File: config.mk
export PLATFORM = sky130hd
export DESIGN_NAME = rf_op_seq
export DESIGN_NICKNAME = d
export VERILOG_FILES = /design/src/rtl/rf_op_seq.sv
export SDC_FILE = /design/constraint.sdc
export NUM_CORES = 1
export LEC_CHECK = 0
export CORE_UTILIZATION = 50
export CTS_BUF_LIST = sky130_fd_sc_hd__clkbuf_8
export CTS_CLUSTER_DIAMETER = 200
export DETAILED_ROUTE_END_ITERATION = 8
export PLACE_DENSITY_LB_ADDON = 0.15
export SYNTH_ARGS = -nofsm -noshare
export SYNTH_HDL_FRONTEND = slang
export SYNTH_SLANG_ARGS = --single-unit
File: constraint.sdc
create_clock -name clk -period 3.25 [get_ports clk]
set_input_delay 0.325 -clock clk [delete_from_list [all_inputs] [get_ports clk]]
set_output_delay 0.325 -clock clk [all_outputs]
set_load 0.03 [all_outputs]
File: src/rtl/rf_op_seq.sv
// Single-issue sequencer for a 4x1-bit register file: reads up to two
// operands, applies AND/OR/XOR (or load-immediate) and writes the bit back.
module rf_op_seq #(
  parameter int unsigned CNT_W = 4
) (
  input  logic             clk,
  input  logic             rst_n,
  input  logic             cmd_valid,
  output logic             cmd_ready,
  input  logic [1:0]       cmd_op,
  input  logic [1:0]       cmd_src1,
  input  logic [1:0]       cmd_src2,
  input  logic [1:0]       cmd_dst,
  input  logic             cmd_imm,
  output logic [1:0]       rf_upr_1,
  output logic [1:0]       rf_upr_2,
  input  logic             rf_out_1,
  input  logic             rf_out_2,
  output logic [1:0]       rf_upr_in,
  output logic             rf_data,
  output logic             rf_WE,
  output logic             done,
  output logic             result,
  output logic [CNT_W-1:0] op_cnt
);

  typedef enum logic [1:0] {StIdle, StRead, StWrite} state_e;

  localparam logic [1:0] OpAnd = 2'b00;
  localparam logic [1:0] OpOr  = 2'b01;
  localparam logic [1:0] OpXor = 2'b10;
  localparam logic [1:0] OpLdi = 2'b11;

  state_e           r_state, w_state_d;
  logic [1:0]       r_op, r_dst;
  logic             r_a, r_b;
  logic [1:0]       r_upr_1, r_upr_2, r_upr_in;
  logic             r_data, r_we, r_done, r_result;
  logic [CNT_W-1:0] r_cnt;
  logic             w_accept;
  logic             w_alu;

  assign cmd_ready = (r_state == StIdle) && rst_n;
  assign w_accept  = cmd_valid && cmd_ready;

  // Evaluated on the live read data so the write bit is registered when
  // WRITE begins; it equals op(A, B) since A/B capture the same values.
  always_comb begin
    w_alu = 1'b0;
    unique case (r_op)
      OpAnd:   w_alu = rf_out_1 & rf_out_2;
      OpOr:    w_alu = rf_out_1 | rf_out_2;
      OpXor:   w_alu = rf_out_1 ^ rf_out_2;
      default: w_alu = 1'b0;
    endcase
  end

  always_comb begin
    w_state_d = r_state;
    unique case (r_state)
      StIdle:  if (w_accept) w_state_d = (cmd_op == OpLdi) ? StWrite : StRead;
      StRead:  w_state_d = StWrite;
      StWrite: w_state_d = StIdle;
      default: w_state_d = StIdle;
    endcase
  end

  always_ff @(posedge clk) begin
    if (!rst_n) r_state <= StIdle;
    else        r_state <= w_state_d;
  end

  always_ff @(posedge clk) begin
    if (!rst_n) begin
      r_op     <= 2'b00;
      r_dst    <= 2'b00;
      r_a      <= 1'b0;
      r_b      <= 1'b0;
      r_upr_1  <= 2'b00;
      r_upr_2  <= 2'b00;
      r_upr_in <= 2'b00;
      r_data   <= 1'b0;
      r_we     <= 1'b0;
      r_done   <= 1'b0;
      r_result <= 1'b0;
      r_cnt    <= '0;
    end else begin
      r_we   <= 1'b0;
      r_done <= 1'b0;
      unique case (r_state)
        StIdle: begin
          if (w_accept) begin
            r_op  <= cmd_op;
            r_dst <= cmd_dst;
            if (cmd_op == OpLdi) begin
              r_we     <= 1'b1;
              r_upr_in <= cmd_dst;
              r_data   <= cmd_imm;
            end else begin
              r_upr_1 <= cmd_src1;
              r_upr_2 <= cmd_src2;
            end
          end
        end
        StRead: begin
          r_a      <= rf_out_1;
          r_b      <= rf_out_2;
          r_we     <= 1'b1;
          r_upr_in <= r_dst;
          r_data   <= w_alu;
        end
        StWrite: begin
          r_result <= r_data;
          r_cnt    <= r_cnt + CNT_W'(1);
          r_done   <= 1'b1;
        end
        default: ;
      endcase
    end
  end

  assign rf_upr_1  = r_upr_1;
  assign rf_upr_2  = r_upr_2;
  assign rf_upr_in = r_upr_in;
  assign rf_data   = r_data;
  assign rf_WE     = r_we;
  assign done      = r_done;
  assign result    = r_result;
  assign op_cnt    = r_cnt;

  // Operand copies are kept for observability; the write bit already folds them in.
  logic w_unused_ops;
  assign w_unused_ops = r_a ^ r_b;

endmodule

After elaboration in Yosys (flattened, before gate mapping) --
Cells that the tools add are included.
Storage, ports and cells: bits in registers 20, latch bits 0, RAM bits 0, memory bits (read-only) 0, bits of input ports 14, output and inout port bits 15, word-level logic and storage cells 45, memories kept 0
Cells by class: add/subtract/negate cells 1, multipliers 0, div/mod/pow operators 0, $lt $le $gt $ge 0, equal/unequal tests 7, shift operators 0, mux-type cells 14, bitwise gates (word level) 4, reduce and logical (&&, ||, !) cells 8
Operators with widths (count):
- $mux 2 | 4
- $pmux 2 s2 | 2
- $eq 2x2->1 const B | 3
- $reduce_and 3->1 | 2
- $mux 1 | 5
- $add 4x1->4 const B | 1
- $eq 2x1->1 const B | 2
- $logic_not 2->1 | 2
- $pmux 1 s2 | 2
- $pmux 1 s3 | 1
- $logic_and 1x1->1 | 2
- $ne 2x1->1 const B | 1
- $ne 2x2->1 const B | 1
- $reduce_and 2->1 | 1
- $reduce_bool 2->1 | 1
- $and 1x1->1 | 1
- $not 1->1 | 1
- $or 1x1->1 | 1
- $xor 1x1->1 | 1

Longest topological paths before layout --
word-level depth 5, mapped depth 5, gate-level depth less buffers 5

Worst setup path after synthesis --
No wires, ideal clock.
kind register -> output, start register r_state[0], end output cmd_ready, arrival time 0.944 ns, data required time 2.925 ns, slack 1.981 ns, stages on the path, launching flop included 4, buffers on the path 1, cell sequence dfxtp_1 > buf_6 > or3b_4 > clkinv_4
Between the ends: cells in the longest elaborated chain, start to end 2
Ends and longest elaborated chain:
- start: declaration | line 34 | state_e r_state, w_state_d;
- start signal: assignment | line 69 | if (!rst_n) r_state <= StIdle;
- start signal: assignment | line 70 | else r_state <= w_state_d;
- $logic_not 2->1 | line 43 | assign cmd_ready = (r_state == StIdle) && rst_n;
- $logic_and 1x1->1 | line 43
- end: declaration | line 9 | output logic cmd_ready,
Every way passes these cells.

Worst setup path in the final report --
start input rst_n, end output cmd_ready
Between the ends: cells in the longest elaborated chain, start to end 1
Ends and longest elaborated chain:
- start: declaration | line 7 | input logic rst_n,
- $logic_and 1x1->1 | line 43
Every way passes these cells.

==> results_dict.tcl <==
set metrics [dict create \
    die_w_um 43.7 \
    root_buffer "clkbuf_8" \
    drc_errors 2 \
    synth_ff_type "dfxtp_1" \
    final.setup.tns_ps 0 \
    muxShareOfSynthArea 0.0690 \
    synthSimpleGateAreaFrac 0.198 \
    hold_path_class "reg -> reg" \
    synth.largest_area_cell "dfxtp_1" \
    period_needed_ps 2400 \
    cp-end-kind "output port" \
    insertion_delay_ps 260 \
    avgSynthCellArea_um2 9.47 \
    critPathRequiredTime_ps 2920 \
    antenna_cells 0 \
    grt_pass1_wl_um 2870 \
    path_clk_slew_ps 70 \
    ys_async_sr_fraction 0 \
    ys_types 31 \
    fin_crit_sh 0.739 \
    cts_buffers 3 \
    seq_area_frac_synth 0.460 \
    reg2reg_to "rf_upr_2[0]" \
    netlist_area_um2 871 \
    vias 754 \
    grt_antenna_before_repair 0 \
    setup_viol 0 \
    antenna_left 0 \
    fin_util 0.777 \
    routed_wl_um 1750 \
    cts_buffer_depth 2 \
    power_per_cell_area_nw_per_um2 456 \
    worstPathArrival_ps 2080 \
    hold_viol 0 \
    rows 14 \
    synth_edf_count 0 \
    htreeDepth 1 \
    rr_worst_depth 3 \
    critPathLaunch "rst_n" \
    instances_no_fill 138 \
    core_area_um2 1560 \
    wire_per_inst_um 12.7 \
    synth_compound_area_frac 0.161 \
    initial_core_util 0.559 \
    final_layout_size_suffix_gt1_frac 0.0656 \
    port_buffers 28 \
    dp_hpwl_um 1310 \
    dp_cells 134 \
    ios 29 \
    reg2reg_slack_ps 1940 \
    synth_warnings 0 \
    synth_xor_xnor_area_share 0.0201 \
    synth_fp_nets 109 \
    violations "design-rule violations" \
    post_cts_buffers 0 \
    synth_adder_area_share 0.0431 \
    final_cell_mix "clkdlybuf4s50_1 (28), dfxtp_1 (20), a21oi_1 (9)" \
    grt-ovfl-total 0 \
    gp_congestion 0.763 \
    max_freq_ghz 0.416 \
    min-delay-start "result" \
    slew_violations 0 \
    first_pass_iters 6 \
    via_per_inst 5.46 \
    synthCells 92 \
    grt_use_total 0.209 \
    relSlewSlack 0.681 \
    grt_start_max_net_pins 17 \
    start_kind "primary input" \
    ir_drop_uv 252 \
    dieArea_um2 1910 \
    endpoint "cmd_ready" \
    cts_sinks 20 \
    drtIter0Drc 13 \
    synth.ff_latch_count 20 \
    reg2reg_from "r_state[0]" \
    die_y_um 43.7 \
    final_common_cell "clkdlybuf4s50_1" \
    cts_hold_buf 0 \
    whs_ps 456 \
    rsz0062_at_grt "false" \
    leakage_nw 0.475 \
    drv_cap 0 \
    crit_type "in -> out" \
    cts_tree "built" \
    yosys-top-cells-area "dfxtp_1 (46%), mux2i_1 (6.9%), a21oi_1 (5.2%)" \
    place_area_um2 1160 \
    crit_fanout 6 \
    max_slew.worst_pin.slew_ps 478 \
    area_growth_pct 39.1 \
    synth_top_family_by_area "simple AND/OR/NAND/NOR gates" \
    finClkSkew_ps 7.93 \
    cts_resized 0 \
    yosysTopAreaCellShare 0.460 \
    fin_area_um2 1210 \
    nets 140 \
    first_global_vias 689 \
    status "finished, violations left" \
]
## registers in the layout, summed over array words and instances, names as in the netlist
name / count
rf_data: 1
r_op: 2
result: 1
rf_upr_in: 2
r_state: 2
done: 1
rf_upr_2: 2
rf_WE: 1
r_dst: 2
rf_upr_1: 2
op_cnt: 4
## critical path, stage by stage
cell	delay [ps]
clkdlybuf4s50_1	550
or3b_4	450
clkinv_4	80
clkdlybuf4s50_1	670
## cells by family after synthesis
family,count (synthesis)
AOI/OAI and AO/OA,23
DFF,20
and+or+nand+nor,30
muxes,6
adders and majority gates,3
xor gates and xnor gates,2
buffers and inverters,8
## per-stage QoR
step           power (mW)  setup slack (ps)
2_1_floorplan       0.329              1980
4_1_cts             0.555               857
3_3_place_gp        0.368               886
3_5_place_dp        0.371               858
6_report            0.552               848
5_1_grt             0.574               842
## where the power goes
group	leakage [nW]	switching, mW	total, mW	internal (mW)
Combinational	0.283	0.0490	0.0979	0.0489
Clock	0.0288	0.0782	0.186	0.108
Sequential	0.163	0.0108	0.268	0.257
Total	0.475	0.138	0.552	0.414
## final cells by class
| class | count | area (µm²) |
|---|---|---|
| clock buffer | 4 | 55.1 |
| timing repair buffer | 28 | 280 |
| sequential | 20 | 400 |
| multi-input combinational | 64 | 428 |
| tap | 16 | 20.0 |
| inverter | 6 | 27.5 |
| fill | 109 | 348 |
## cells in the mapped netlist, drive strengths merged (2+ instances only)
cell type / n
dfxtp: 20
a21oi: 9
nor2: 8
mux2i: 6
o21ai: 6
inv: 5
nand3: 5
nand2: 4
ha: 3
a211oi: 2
and3: 2
nand2b: 2
or3: 2
## worst min-delay path by stage
stage	to	slack, ps	depth (start not counted)
floorplan	r_dst[0]	460	2
global placement	result	440	2
detailed placement	result	450	2
CTS	result	460	2
global route	result	480	2
finish	result	460	2
## layer usage
metal,part of all wire,up-vias,GRT usage
li1,-,385,-
met1,0.43,341,0.253
met2,0.52,24,0.340
met3,0.033,4,0.0375
met4,0.018,0,0.131
met5,0,-,0
Note: power is estimated with default switching activity, not from simulation.
